### src/rtl/cic_interp_pkg.sv
// Shared CIC interpolator definitions: default widths, the I/Q sample type and rate sanitising.
// Imported by the comb, upsample and integrator stages so they agree on sample layout.
package cic_interp_pkg;

    localparam int CIC_WIDTH    = 16;
    localparam int CIC_MAX_RATE = 16;

    typedef struct packed {
        logic [CIC_WIDTH-1:0] inph;
        logic [CIC_WIDTH-1:0] quad;
    } iq_sample_t;

    // A zero ratio would stall the phase counter, so it is treated as pass-through.
    function automatic int unsigned sanitize_rate(input int unsigned rate,
                                                  input int unsigned max_rate);
        if (rate == 0) begin
            return 1;
        end
        if (rate > max_rate) begin
            return max_rate;
        end
        return rate;
    endfunction

endpackage

### src/rtl/cic_phase_counter.sv
// Low-rate phase counter: tracks phase within a frame and latches the sanitised rate at wrap.
// Wrap strobe is combinational from phase and i_enable; it holds state whenever i_enable is low.
module cic_phase_counter
    import cic_interp_pkg::*;
#(
    parameter  int MAX_RATE = CIC_MAX_RATE,
    localparam int RATE_W   = $clog2(MAX_RATE + 1)
) (
    input  logic              i_clock,
    input  logic              i_reset,
    input  logic              i_enable,
    input  logic [RATE_W-1:0] i_rate,
    output logic [RATE_W-1:0] o_phase,
    output logic              o_wrap
);

    logic [RATE_W-1:0] phase_q, phase_d;
    logic [RATE_W-1:0] rate_q, rate_d;
    logic [RATE_W-1:0] rate_eff;
    logic              last_phase;

    assign rate_eff   = RATE_W'(sanitize_rate(32'(i_rate), MAX_RATE));
    assign last_phase = (phase_q == rate_q - RATE_W'(1));

    always_comb begin
        phase_d = phase_q;
        rate_d  = rate_q;
        if (i_enable) begin
            // New rate is only picked up at a frame boundary so frames are never truncated.
            if (last_phase) begin
                phase_d = '0;
                rate_d  = rate_eff;
            end else begin
                phase_d = phase_q + RATE_W'(1);
            end
        end
    end

    always_ff @(posedge i_clock) begin
        if (i_reset) begin
            phase_q <= '0;
            rate_q  <= rate_eff;
        end else begin
            phase_q <= phase_d;
            rate_q  <= rate_d;
        end
    end

    assign o_phase = phase_q;
    assign o_wrap  = i_enable & last_phase & ~i_reset;

endmodule

### src/rtl/cic_interp_upsample.sv
// CIC rate expander: turns each comb sample into RATE high-rate samples (zero-stuff or hold).
// Latency 1 clock comb-to-output; stalls with i_enable low, comb advanced via o_comb_ready.
module cic_interp_upsample
    import cic_interp_pkg::*;
#(
    parameter  int WIDTH     = CIC_WIDTH,
    parameter  int MAX_RATE  = CIC_MAX_RATE,
    parameter  int HOLD_MODE = 0,
    localparam int RATE_W    = $clog2(MAX_RATE + 1)
) (
    input  logic              i_clock,
    input  logic              i_reset,
    input  logic              i_enable,
    input  logic [RATE_W-1:0] i_rate,
    output logic              o_comb_ready,
    input  logic [WIDTH-1:0]  i_inph_data,
    input  logic [WIDTH-1:0]  i_quad_data,
    output logic [WIDTH-1:0]  o_inph_data,
    output logic [WIDTH-1:0]  o_quad_data,
    output logic              o_valid,
    output logic [RATE_W-1:0] o_phase
);

    // Same layout as iq_sample_t, but sized by this instance's WIDTH.
    typedef struct packed {
        logic [WIDTH-1:0] inph;
        logic [WIDTH-1:0] quad;
    } sample_t;

    sample_t           sample_q, sample_d;
    logic              valid_q, valid_d;
    logic [RATE_W-1:0] phase;

    cic_phase_counter #(
        .MAX_RATE (MAX_RATE)
    ) u_phase (
        .i_clock  (i_clock),
        .i_reset  (i_reset),
        .i_enable (i_enable),
        .i_rate   (i_rate),
        .o_phase  (phase),
        .o_wrap   (o_comb_ready)
    );

    always_comb begin
        sample_d = sample_q;
        valid_d  = i_enable;
        if (i_enable) begin
            // The comb updated on the previous wrap, so phase 0 sees the fresh sample.
            if (phase == '0) begin
                sample_d.inph = i_inph_data;
                sample_d.quad = i_quad_data;
            end else if (HOLD_MODE == 0) begin
                sample_d = '0;
            end
        end
    end

    always_ff @(posedge i_clock) begin
        if (i_reset) begin
            sample_q <= '0;
            valid_q  <= 1'b0;
        end else begin
            sample_q <= sample_d;
            valid_q  <= valid_d;
        end
    end

    assign o_inph_data = sample_q.inph;
    assign o_quad_data = sample_q.quad;
    assign o_valid     = valid_q;
    assign o_phase     = phase;

endmodule

### config.mk
export PLATFORM = sky130hd
export DESIGN_NAME = cic_interp_upsample
export DESIGN_NICKNAME = d
export VERILOG_FILES = /design/src/rtl/cic_interp_pkg.sv /design/src/rtl/cic_phase_counter.sv /design/src/rtl/cic_interp_upsample.sv
export SDC_FILE = /design/constraint.sdc
export NUM_CORES = 1
export LEC_CHECK = 0
export ABC_AREA = 1
export ABC_CLOCK_PERIOD_IN_PS = 4000
export CORE_MARGIN = 2
export CORE_UTILIZATION = 45
export DETAILED_ROUTE_END_ITERATION = 10
export PLACE_DENSITY_LB_ADDON = 0.2
export SKIP_CTS_REPAIR_TIMING = 1
export SLEW_MARGIN = 20
export SYNTH_ARGS = -nofsm -noshare
export SYNTH_HDL_FRONTEND = slang
export SYNTH_SLANG_ARGS = --single-unit
### constraint.sdc
create_clock -name i_clock -period 4 [get_ports i_clock]
set_clock_uncertainty 0.05 [all_clocks]
set_input_delay 0.8 -clock i_clock [delete_from_list [all_inputs] [get_ports i_clock]]
set_output_delay 0.8 -clock i_clock [all_outputs]
set_load 0.05 [all_outputs]
After elaboration in Yosys (flattened, before gate mapping)
Index checks and enable logic that the tools add are counted.
{"block": "word_totals", "register_bits": 43, "in_bits": 40, "out_inout_bits": 39}
{"block": "classes", "addsub": 2, "magnitude_cmp": 1, "eq_ne": 1, "muxes": 12, "n_bitwise": 3, "reduce_logical": 5}
{"op": "$mux 5", "n": 7}
{"op": "$mux 32", "n": 1}
{"op": "$logic_not 5->1", "n": 2}
{"op": "$add 5x1->5 const B", "n": 1}
{"op": "$eq 5x5->1", "n": 1}
{"op": "$gt 5x5->1 const B", "n": 1}
{"op": "$sub 5x1->5 const B", "n": 1}
{"op": "$mux 1", "n": 4}
{"op": "$reduce_bool 2->1", "n": 2}
{"op": "$and 1x1->1", "n": 2}
{"op": "$reduce_and 2->1", "n": 1}
{"op": "$not 1->1", "n": 1}

Logic depth before layout (Yosys ltp)
Gate-level depths: netlist of the first run.
{"block": "logic_depth", "depth_word": 8, "mapped_depth": 11, "ltp_nobuf": 11}

Cells and area by module
A second synthesis of the first run with hierarchy kept.
{"block": "unflattened", "hier_cells": 245, "hier_area_um2": 2021.9}
{"mod": "cic_interp_upsample", "instances": 1, "cells_each": 154, "area_per_inst_um2": 1375.1}
{"mod": "cic_phase_counter", "instances": 1, "cells_each": 91, "area_per_inst_um2": 646.9}

Least setup slack after synthesis of the first run
OpenSTA, ideal clock, no wires.
{"block": "synth_timing", "kind": "flip-flop to output port", "start": "register u_phase.phase_q[1], in the netlist u_phase.o_phase[1]", "end": "output o_comb_ready", "t_arrival_ps": 1918, "required_time_ps": 3150, "slack_ps": 1232, "path_stages_with_launch": 9, "path_cell_list": "dfxtp_1 inv_1 nand2_1 nand2_1 nor2_1 nand2_1 nor2_2 nand3_2 nor2_1"}
{"block": "synth_between", "elab_chain_cells": 3}
{"element": "start: declaration", "line_no": "cic_phase_counter.sv:17", "source": "logic [RATE_W-1:0] phase_q, phase_d;"}
{"element": "start signal: assignment", "line_no": "cic_phase_counter.sv:44", "source": "phase_q <= phase_d;"}
{"element": "$eq 5x5->1", "line_no": "cic_phase_counter.sv:23", "source": "assign last_phase = (phase_q == rate_q - RATE_W'(1));"}
{"element": "$and 1x1->1 (2 in series)", "line_no": "cic_phase_counter.sv:50", "source": "assign o_wrap = i_enable & last_phase & ~i_reset;"}
{"element": "end: declaration", "line_no": "cic_interp_upsample.sv:15", "source": "output logic o_comb_ready,"}
No other way between the ends.

Worst setup path in the final report of the first run
{"block": "layout_timing", "start": "register u_phase.rate_q[0]", "end": "output o_comb_ready"}
{"block": "layout_between", "elab_chain_cells": 4}
{"element": "start: declaration", "line_no": "cic_phase_counter.sv:18", "source": "logic [RATE_W-1:0] rate_q, rate_d;"}
{"element": "start signal: assignment", "line_no": "cic_phase_counter.sv:42", "source": "rate_q <= rate_eff;"}
{"element": "start signal: assignment", "line_no": "cic_phase_counter.sv:45", "source": "rate_q <= rate_d;"}
{"element": "$sub 5x1->5", "line_no": "cic_phase_counter.sv:23"}
{"element": "$eq 5x5->1", "line_no": "cic_phase_counter.sv:23"}
{"element": "$and 1x1->1 (2 in series)", "line_no": "cic_phase_counter.sv:50"}
No other way between the ends.

==> impl_metrics.csv, run 1 <==
group,metric,value,unit
outcome,status,"finished, final reports clean",
place,routabilityCongestion,0.813,
synth,synth_common_cells,"nand2_1 (62), dfxtp_1 (38), a21oi_1 (33)",
detailed_routing,drt.antenna.violating_nets,0,
grt,grt_pass1_vias,1449,
pwr,combinationalPowerShare,27.6,%
synth,synthTopCellsByArea,"dfxtp_1 (41%), nand2_1 (13%), a21oi_1 (8.9%), o21ai_0 (8.6%), edfxtp_1 (8.1%)",
detailed_routing,wl,4160,um
final_layout,drive_gt1_share,5.13,%
cts,root_buffer,"clkbuf_8",
final_layout,nNetsFinal,356,
synth,yosys_warnings,0,
cts,clk_pin_slew,0.08,ns
detailed_routing,drc,0,
sta,post-route-worst-setup-slack,0.723,ns
synth,yosysMostFrequentCell,"nand2_1",
critical_path,cpPeakStageDelay,0.80,ns
sta,finalCritPeriodShare,81.9,%
pwr,p_int,738,uW
critical_path,cp_top_family,"buffers and inverters",
pwr,p_seq_share,44.9,%
die,num_rows,23,
detailed_routing,viasPerCell,4.73,
critical_path,worst_path_most_repeated_cell,"nand2_1",
critical_path,worst-path-buf-inv,2,
sta,maxSlewViolCount,0,
synth,ys_seq_elements,43,
die,die_w,68.3,um
synth,synth_cell_types,24,
die,die_h,68.3,um
synth,synth_area_leader_cell,"dfxtp_1",
pwr,netSwitchingPower,342,uW
synth,synth_top_area_share,40.9,%
critical_path,r2r-end,"o_inph_data[15]$_SDFFE_PP0P_",
place,port_buffers,78,
pwr,pwr-share-clk,27.5,%
critical_path,critPathCaptureType,"output port",
detailed_routing,dr.pass1.iters,4,
worst_hold_path,hold_end,"o_quad_data[5]$_SDFFE_PP0P_",
final_layout,insertedDiodeCount,0,
synth,synthFlopType,"dfxtp_1",
cts,htree_levels,2,
critical_path,r2r_start,"u_phase.o_phase[0]$_SDFFE_PP0P_",
critical_path,path_max_fanout,3,
synth,synth_area,1860,um^2
critical_path,reg2regPathDepth,6,
critical_path,reg2reg_slack,2.25,ns
worst_hold_path,hp-start,"o_quad_data[5]$_SDFFE_PP0P_",
synth,ys_seq_area_share,49.0,%
cts,clk_latency,0.29,ns
worst_hold_path,hold_path_class,"reg2reg",
pwr,peakVddDrop,263,uV
cts,cts_tree,"built",
sta,max_clock_freq,305,MHz
critical_path,crit_type,"reg2out",
critical_path,worstPathCellList,"inv_1, ha_1, nand2_1, nand2_1, nor2_1, nand2_1, nor2_2, nand3_2, nor2_1, clkdlybuf4s50_1",
detailed_routing,vias,1713,
worst_hold_path,hold_depth,2,
sta,slew_headroom,43.1,%
die,start_util,46.5,%
synth,synth_area_per_cell,7.82,um^2
die,die_area,4660,um^2
pwr,swShare,31.7,%
sta,fin_crit,3.28,ns
die,core_area,4000,um^2
final_layout,syn2layout_area_growth,46.8,%
cts,cts_buffer_depth,2,
critical_path,crit_slowest_cell,"clkdlybuf4s50_1",
flow_run,cap_viol_max_count,0,
grt,grt_pass1_wl,6430,um
synth,synthesis.nets,283,
grt,gr-usage-all-layers,19.0,%
synth,synth_edf_count,5,
grt,grt_max_degree,69,
critical_path,path_depth,10,
place,dp_hpwl,2920,um
grt,gr-total-overflow,0,
sta,rsz0062_at_grt,"no",
critical_path,arrival,2.43,ns
cts,cts_buffers,5,
sta,tns,0,ns
detailed_routing,drt_iter0_drc,82,
cts,cts.sink_count,43,
sta,setup_viol,0,
pwr,p_leak,0.00115,uW
critical_path,start_kind,"flop",
place,pre_cts_slack,0.977,ns
critical_path,worstPathRequired,3.15,ns
detailed_routing,wl_per_cell,11.5,um
synth,synth_cells,238,
pwr,powerDensity,395,nW/um^2
grt,antenna_found_initial,0,
die,io_pins,79,
sta,worst_slew_pin_slew,0.852,ns
synth,synthArstFlopShare,0,%
sta,hold_viol_final,0,
==> cell families (layout without fill, tap and decap cells) <==
kind of cell | after synthesis | after routing | synth area share [%]
compound gates | 67 | 67 | 18.3
xor+xnor | 4 | 4 | 1.88
fa+ha+maj | 5 | 5 | 3.36
buf+inv | 33 | 107 | 8.07
flops | 43 | 43 | 49.0
simple gates | 86 | 86 | 19.4
==> through the flow <==
step           hold WS (ns)  std cells  utilization (%)  instance area, um^2  total power (uW)
6_report              0.474        362             68.3                 2730              1080
4_1_cts               0.480        362             68.3                 2730              1090
3_3_place_gp          0.451        354             65.8                 2630               792
5_1_grt               0.516        362             68.3                 2730              1140
2_1_floorplan         0.699        238                -                 1860               691
3_5_place_dp          0.460        354             65.8                 2630               795
==> placed cells by master, fill, tap and decap left out, drive strengths merged <==
| cell type | instances |
|---|---|
| ha | 5 |
| nor4 | 1 |
| dfxtp | 38 |
| edfxtp | 5 |
| clkinv | 1 |
| a211oi | 1 |
| nor2 | 16 |
| nand2 | 63 |
| buf | 2 |
| a21oi | 33 |
| clkbuf | 8 |
| nand4 | 1 |
| xnor2 | 1 |
| o21ai | 32 |
| a21o | 1 |
| inv | 19 |
| xor2 | 3 |
| clkdlybuf4s50 | 77 |
| nand3 | 5 |
==> metal layers <==
layer / part of all wire [%] / global-route usage [%] / vias to the layer above / wire [um]
met5: 0 / 0 / - / 0
met4: 1.6 / 7.50 / 0 / 65
met3: 10 / 10.7 / 6 / 415
met2: 48 / 30.8 / 46 / 1980
met1: 41 / 20.5 / 744 / 1700
li1: - / - / 917 / -
==> cell type report <==
| type | count | area [um^2] |
|---|---|---|
| Inverter | 20 | 75.1 |
| Multi-Input combinational cell | 162 | 800 |
| Fill cell | 333 | 1270 |
| Tap cell | 50 | 62.6 |
| Clock buffer | 8 | 100 |
| Sequential cell | 43 | 911 |
| Timing Repair Buffer | 79 | 783 |
==> worst max-delay path by stage <==
stage,startpoint,endpoint
final,u_phase.rate_q[0]$_SDFFCE_PN1P_,o_comb_ready
after global routing,u_phase.rate_q[0]$_SDFFCE_PN1P_,o_comb_ready
after CTS,u_phase.rate_q[0]$_SDFFCE_PN1P_,o_comb_ready
after detailed placement,i_reset,o_comb_ready
after global placement,i_reset,o_comb_ready
after floorplan,u_phase.o_phase[1]$_SDFFE_PP0P_,o_comb_ready
==> worst min-delay path: stages (launching register included) <==
cell	delay [ns]
dfxtp_1	0.32
o21ai_0	0.07
a21oi_1	0.10
==> flip-flops by register name, indices dropped and copies added, names as in the netlist <==
name,cells
o_quad_data,16
u_phase.o_phase,5
o_inph_data,16
u_phase.rate_q,5
o_valid,1
==> power groups by stage <==
stage                     registers [uW]  clock network [uW]  logic (uW)
final                                484                 297         298
after detailed placement             494                   0         301
after global routing                 488                 324         323
after floorplan                      588                   0         103
after CTS                            484                 308         302
after global placement               493                   0         299
Power figures use the tool's default switching activity.
==> run 2, diff against run 1 <==
--- a/config.mk
+++ b/config.mk
@@ -6,9 +6,9 @@
 export NUM_CORES = 1
 export LEC_CHECK = 0
 export ABC_AREA = 1
-export ABC_CLOCK_PERIOD_IN_PS = 4000
+export ABC_CLOCK_PERIOD_IN_PS = 3300
 export CORE_MARGIN = 2
-export CORE_UTILIZATION = 45
+export CORE_UTILIZATION = 42
 export DETAILED_ROUTE_END_ITERATION = 10
 export PLACE_DENSITY_LB_ADDON = 0.2
 export SKIP_CTS_REPAIR_TIMING = 1
==> constraint.sdc (replaced) <==
create_clock -name i_clock -period 3.3 [get_ports i_clock]
set_clock_uncertainty 0.05 [all_clocks]
set_input_delay 0.66 -clock i_clock [delete_from_list [all_inputs] [get_ports i_clock]]
set_output_delay 0.66 -clock i_clock [all_outputs]
set_load 0.05 [all_outputs]
==> run 2 against run 1 <==
Effect of this change: register-to-register slack got worse by 0.70 ns; via count rose by 3.7%; non-clock buffer count grew 1; combinational power grew 22%; global-route usage decreased by 1.0 points; critical path type unchanged; largest cell class unchanged.
==> impl_metrics.csv, run 2 (synthesized netlist as in run 1, its figures left out) <==
group,metric,value,unit
detailed_routing,wl_per_cell,11.7,um
critical_path,path_max_fanout,3,
critical_path,worst_path_most_repeated_cell,"nand2_1",
worst_hold_path,hp-start,"o_quad_data[8]$_SDFFE_PP0P_",
cts,cts_buffers,5,
detailed_routing,drc,0,
cts,clk_pin_slew,0.08,ns
grt,grt_pass1_wl,7110,um
place,dp_hpwl,3040,um
cts,cts.sink_count,43,
cts,cts_buffer_depth,2,
pwr,powerDensity,503,nW/um^2
final_layout,postLayoutCellArea,2780,um^2
final_layout,drive_gt1_share,5.75,%
place,placed_area,2650,um^2
place,port_buffers,78,
grt,gr-total-overflow,0,
critical_path,worstPathRequired,2.59,ns
detailed_routing,wl,4260,um
critical_path,crit_slowest_cell,"edfxtp_1",
sta,fin_crit,2.62,ns
critical_path,cpPeakStageDelay,0.41,ns
grt,grt_max_degree,39,
detailed_routing,drt_iter0_drc,62,
die,io_pins,79,
detailed_routing,viasPerCell,4.87,
critical_path,setup.worst_path.start,"u_phase.rate_q[0]$_SDFFCE_PN1P_",
final_layout,multi_input_area,800,um^2
final_layout,fin_util,64.3,%
sta,finalCritPeriodShare,79.4,%
final_layout,final_common_cell,"clkdlybuf4s50_1",
cts,root_buffer,"clkbuf_8",
cts,htree_levels,2,
sta,slew_headroom,52.6,%
sta,setup_viol,0,
sta,max_clock_freq,382,MHz
grt,grt_pass1_vias,1640,
critical_path,crit_type,"reg2out",
final_layout,nNetsFinal,357,
sta,maxSlewViolCount,0,
die,start_util,43.0,%
critical_path,arrival,1.91,ns
die,die_w,70.6,um
final_layout,final.fill_count,380,
place,routabilityCongestion,0.798,
pwr,peakVddDrop,343,uV
critical_path,r2r_start,"u_phase.rate_q[0]$_SDFFCE_PN1P_",
critical_path,start_kind,"flop",
final_layout,insertedDiodeCount,0,
final_layout,seqCellArea,911,um^2
flow_run,cap_viol_max_count,0,
grt,antenna_found_initial,0,
detailed_routing,vias,1777,
sta,hold_viol_final,0,
critical_path,critPathCaptureType,"output port",
die,num_rows,24,
die,die_area,4980,um^2
final_layout,syn2layout_area_growth,49.4,%
critical_path,worstPathCellList,"inv_1, ha_1, nand2_1, nand2_1, nor2_1, nand2_1, nor2_2, nand3_2, nor2_1, buf_12",
die,core_area,4320,um^2
worst_hold_path,hold_path_class,"reg2reg",
detailed_routing,drt.antenna.violating_nets,0,
outcome,status,"finished, final reports clean",
sta,tns,0,ns
die,die_h,70.6,um
sta,hold_slack,0.474,ns
cts,cts_tree,"built",
sta,rsz0062_at_grt,"no",
cts,clk_latency,0.29,ns
detailed_routing,dr.pass1.iters,4,
pwr,p_leak,0.00117,uW
final_layout,final_cell_mix,"clkdlybuf4s50_1 (76), nand2_1 (62), dfxtp_1 (38), a21oi_1 (33), o21ai_0 (32)",
grt,gr-usage-all-layers,18.0,%
sta,worst_slew_pin_slew,0.710,ns
pwr,fin_total_pwr,1400,uW
-- run 2: worst max-delay path, delay by kind of cell, from the launching register on --
kind	cells	cell delay, ns
fa+ha+maj	1	0.26
buf+inv	2	0.28
flops	1	0.41
simple gates	7	0.67
-- run 2: routing by layer --
metal / global-route usage [%] / vias up / wire, um
met5: 0 / - / 0
met4: 6.29 / 0 / 75
met3: 6.70 / 9 / 287
met2: 30.9 / 46 / 2030
met1: 20.6 / 804 / 1860
li1: - / 918 / -
-- run 2: area by class of cell --
| cell class | count | share of cell area (%) |
|---|---|---|
| clock inverters | 1 | 1.08 |
| repair buffers | 80 | 28.8 |
| flip-flops and latches | 43 | 32.8 |
| clock buffers | 7 | 3.51 |
| multi-input cells | 162 | 28.8 |
| well taps | 52 | 2.34 |
| inverters | 20 | 2.70 |
-- run 2: power by group --
group / total [uW] / switching (uW) / internal, uW
Clock: 446 / 174 / 272
Combinational: 364 / 226 / 137
Sequential: 588 / 21.2 / 567
-- run 2: path summary, 6_finish.rpt --
kind / endpoint / slack [ns] / depth (start not counted)
max: o_comb_ready / 0.68 / 10
min reg2reg: o_quad_data[8]$_SDFFE_PP0P_ / 0.47 / 2
min: o_quad_data[8]$_SDFFE_PP0P_ / 0.47 / 2
max reg2reg: u_phase.rate_q[4]$_SDFFCE_PN0P_ / 1.55 / 9
-- run 2: metrics by stage --
stage,worst slack (ns),std cells
2_1_floorplan,0.672,238
3_3_place_gp,0.948,357
3_5_place_dp,0.923,357
4_1_cts,0.649,365
5_1_grt,0.454,365
6_report,0.681,365
==> run 3, diff against run 2 <==
--- a/config.mk
+++ b/config.mk
@@ -6,9 +6,9 @@
 export NUM_CORES = 1
 export LEC_CHECK = 0
 export ABC_AREA = 1
-export ABC_CLOCK_PERIOD_IN_PS = 3300
+export ABC_CLOCK_PERIOD_IN_PS = 2150
 export CORE_MARGIN = 2
-export CORE_UTILIZATION = 42
+export CORE_UTILIZATION = 38
 export DETAILED_ROUTE_END_ITERATION = 10
 export PLACE_DENSITY_LB_ADDON = 0.2
 export SKIP_CTS_REPAIR_TIMING = 1
==> constraint.sdc (replaced) <==
create_clock -name i_clock -period 2.15 [get_ports i_clock]
set_clock_uncertainty 0.05 [all_clocks]
set_input_delay 0.43 -clock i_clock [delete_from_list [all_inputs] [get_ports i_clock]]
set_output_delay 0.43 -clock i_clock [all_outputs]
set_load 0.05 [all_outputs]
==> run 3 against run 2 <==
Effect of this change: the flow now finishes with violations (negative setup slack); sequential power rose by 54%; first-iteration DRC count rose by 40%; register-to-register slack got worse by 1.1 ns; sequential cell count did not move; via count fell by 0.51%; cell count rose by 4.7%; wire length rose by 1.8%; hold slack got worse by 0.077 ns; combinational power rose by 59%; sequential share of layout area fell by 0.68 points; count of clock-buffer cells in the layout did not move; largest cell class unchanged; highest routed layer unchanged.
==> impl_metrics.csv, run 3 (synthesized netlist as in run 1, its figures left out) <==
group,metric,value,unit
outcome,status,"finished with violations",
outcome,violations,"negative setup slack",
die,start_util,39.4,%
grt,gr-usage-all-layers,16.1,%
final_layout,final.fill_count,425,
final_layout,nNetsFinal,358,
critical_path,worst_path_most_repeated_cell,"nand2_1",
sta,worst_slew_pin_slew,0.530,ns
cts,clk_latency,0.29,ns
critical_path,cp_top_family,"simple AND/OR/NAND/NOR gates",
grt,grt_pass1_wl,6840,um
final_layout,seqCellArea,911,um^2
critical_path,start_kind,"flop",
critical_path,arrival,1.80,ns
final_layout,multi_input_area,820,um^2
worst_hold_path,hold_path_class,"in2reg",
pwr,swShare,31.4,%
critical_path,critPathCaptureType,"output port",
critical_path,cpPeakStageDelay,0.43,ns
pwr,p_seq_share,43.4,%
critical_path,crit_type,"reg2out",
detailed_routing,drt_iter0_drc,87,
final_layout,drive_gt1_share,7.96,%
cts,cts_tree,"built",
critical_path,worstPathCellList,"inv_2, ha_4, nand2_1, nand2_1, nor2_1, nand2_1, nor2_2, nand3_2, nor2_4, buf_12",
critical_path,path_max_fanout,3,
detailed_routing,vias,1768,
critical_path,worstPathRequired,1.67,ns
place,dp_hpwl,2970,um
critical_path,crit_slowest_cell,"edfxtp_1",
sta,slew_headroom,64.6,%
sta,fin_crit,2.28,ns
sta,max_clock_freq,438,MHz
grt,antenna_found_initial,0,
die,core_area,4720,um^2
cts,clk_pin_slew,0.08,ns
detailed_routing,dr.pass1.iters,6,
detailed_routing,drt.antenna.violating_nets,0,
pwr,netSwitchingPower,653,uW
sta,setup_viol,1,
cts,htree_levels,2,
pwr,powerDensity,733,nW/um^2
final_layout,final_cell_mix,"clkdlybuf4s50_1 (74), nand2_1 (62), dfxtp_1 (38), a21oi_1 (33), o21ai_0 (32)",
pwr,p_leak,0.00120,uW
cts,cts_buffers,5,
die,die_area,5470,um^2
detailed_routing,viasPerCell,4.63,
cts,root_buffer,"clkbuf_8",
grt,grt_pass1_vias,1556,
critical_path,worst-path-buf-inv,2,
sta,finalCritPeriodShare,106,%
place,routabilityCongestion,0.914,
pwr,p_int,1430,uW
sta,post-route-worst-setup-slack,-0.131,ns
die,num_rows,25,
pwr,combinationalPowerShare,27.8,%
final_layout,final_common_cell,"clkdlybuf4s50_1",
final_layout,fin_util,60.1,%
place,port_buffers,78,
cts,cts.sink_count,43,
detailed_routing,drc,0,
sta,hold_viol_final,0,
flow_run,cap_viol_max_count,0,
pwr,pwr-share-clk,28.8,%
final_layout,syn2layout_area_growth,52.5,%
sta,maxSlewViolCount,0,
pwr,peakVddDrop,442,uV
die,die_w,74.0,um
detailed_routing,wl_per_cell,11.3,um
cts,cts_buffer_depth,2,
grt,gr-total-overflow,0,
sta,hold_slack,0.397,ns
die,io_pins,79,
detailed_routing,wl,4330,um
sta,rsz0062_at_grt,"yes",
grt,grt_max_degree,66,
die,die_h,74.0,um
-- run 3: changes by cell type in the layout (fill, tap and decap cells not counted), sizes merged --
cell	previous run	this run
buf	4	6
clkdlybuf4s50	76	74
bufinv	1	0
clkinv	1	2
diode	0	1
dlymetal6s2s	0	1
-- run 3: path summary, 6_finish.rpt --
path / from / endpoint / slack [ns] / depth (start not counted)
worst max register to register: u_phase.rate_q[0]$_SDFFCE_PN1P_ / u_phase.rate_q[4]$_SDFFCE_PN0P_ / 0.43 / 9
worst min-delay path: i_enable / o_valid$_SDFF_PP0_ / 0.40 / 3
worst max-delay path: u_phase.rate_q[0]$_SDFFCE_PN1P_ / o_comb_ready / -0.13 / 10
worst min register to register: o_inph_data[7]$_SDFFE_PP0P_ / o_inph_data[7]$_SDFFE_PP0P_ / 0.47 / 2
-- run 3: worst min-delay path: cells and delay by family --
kind	cells	cell delay [ns]
simple gates	1	0.05
buf+inv	2	0.22
-- run 3: through the flow --
stage | cell area, um^2 | worst slack, ns | std cells | setup TNS [ns] | power, uW
after detailed placement | 2710 | 0.152 | 373 | 0 | 1500
after global routing | 2840 | -0.274 | 381 | -0.274 | 2190
after global placement | 2710 | 0.190 | 373 | 0 | 1490
final | 2840 | -0.131 | 382 | -0.131 | 2080
after CTS | 2820 | -0.178 | 381 | -0.178 | 2110
after floorplan | 1870 | 0.109 | 238 | 0 | 1290
-- run 3: layout make-up --
type                       count  area share (%)
clock inverter                 1           0.176
tap                           67            2.95
timing repair buffer          81            29.4
multi-input combinational    162            28.9
antenna                        1          0.0882
clock buffer                   7            3.79
sequential                    43            32.1
inverter                      20            2.65
-- run 3: per-layer routing --
metal | vias to the layer above | share of wire, % | track usage, %
met5 | - | 0 | 0
met4 | 0 | 1.3 | 6.06
met3 | 5 | 7.6 | 6.91
met2 | 42 | 47 | 25.4
met1 | 801 | 44 | 19.5
li1 | 920 | - | -
-- run 3: power by group through the flow --
stage / clock [uW] / sequential, uW / combinational (uW)
3_5_place_dp: 0 / 920 / 575
2_1_floorplan: 0 / 1090 / 193
5_1_grt: 659 / 909 / 627
4_1_cts: 630 / 903 / 578
3_3_place_gp: 0 / 920 / 573
6_report: 599 / 903 / 579
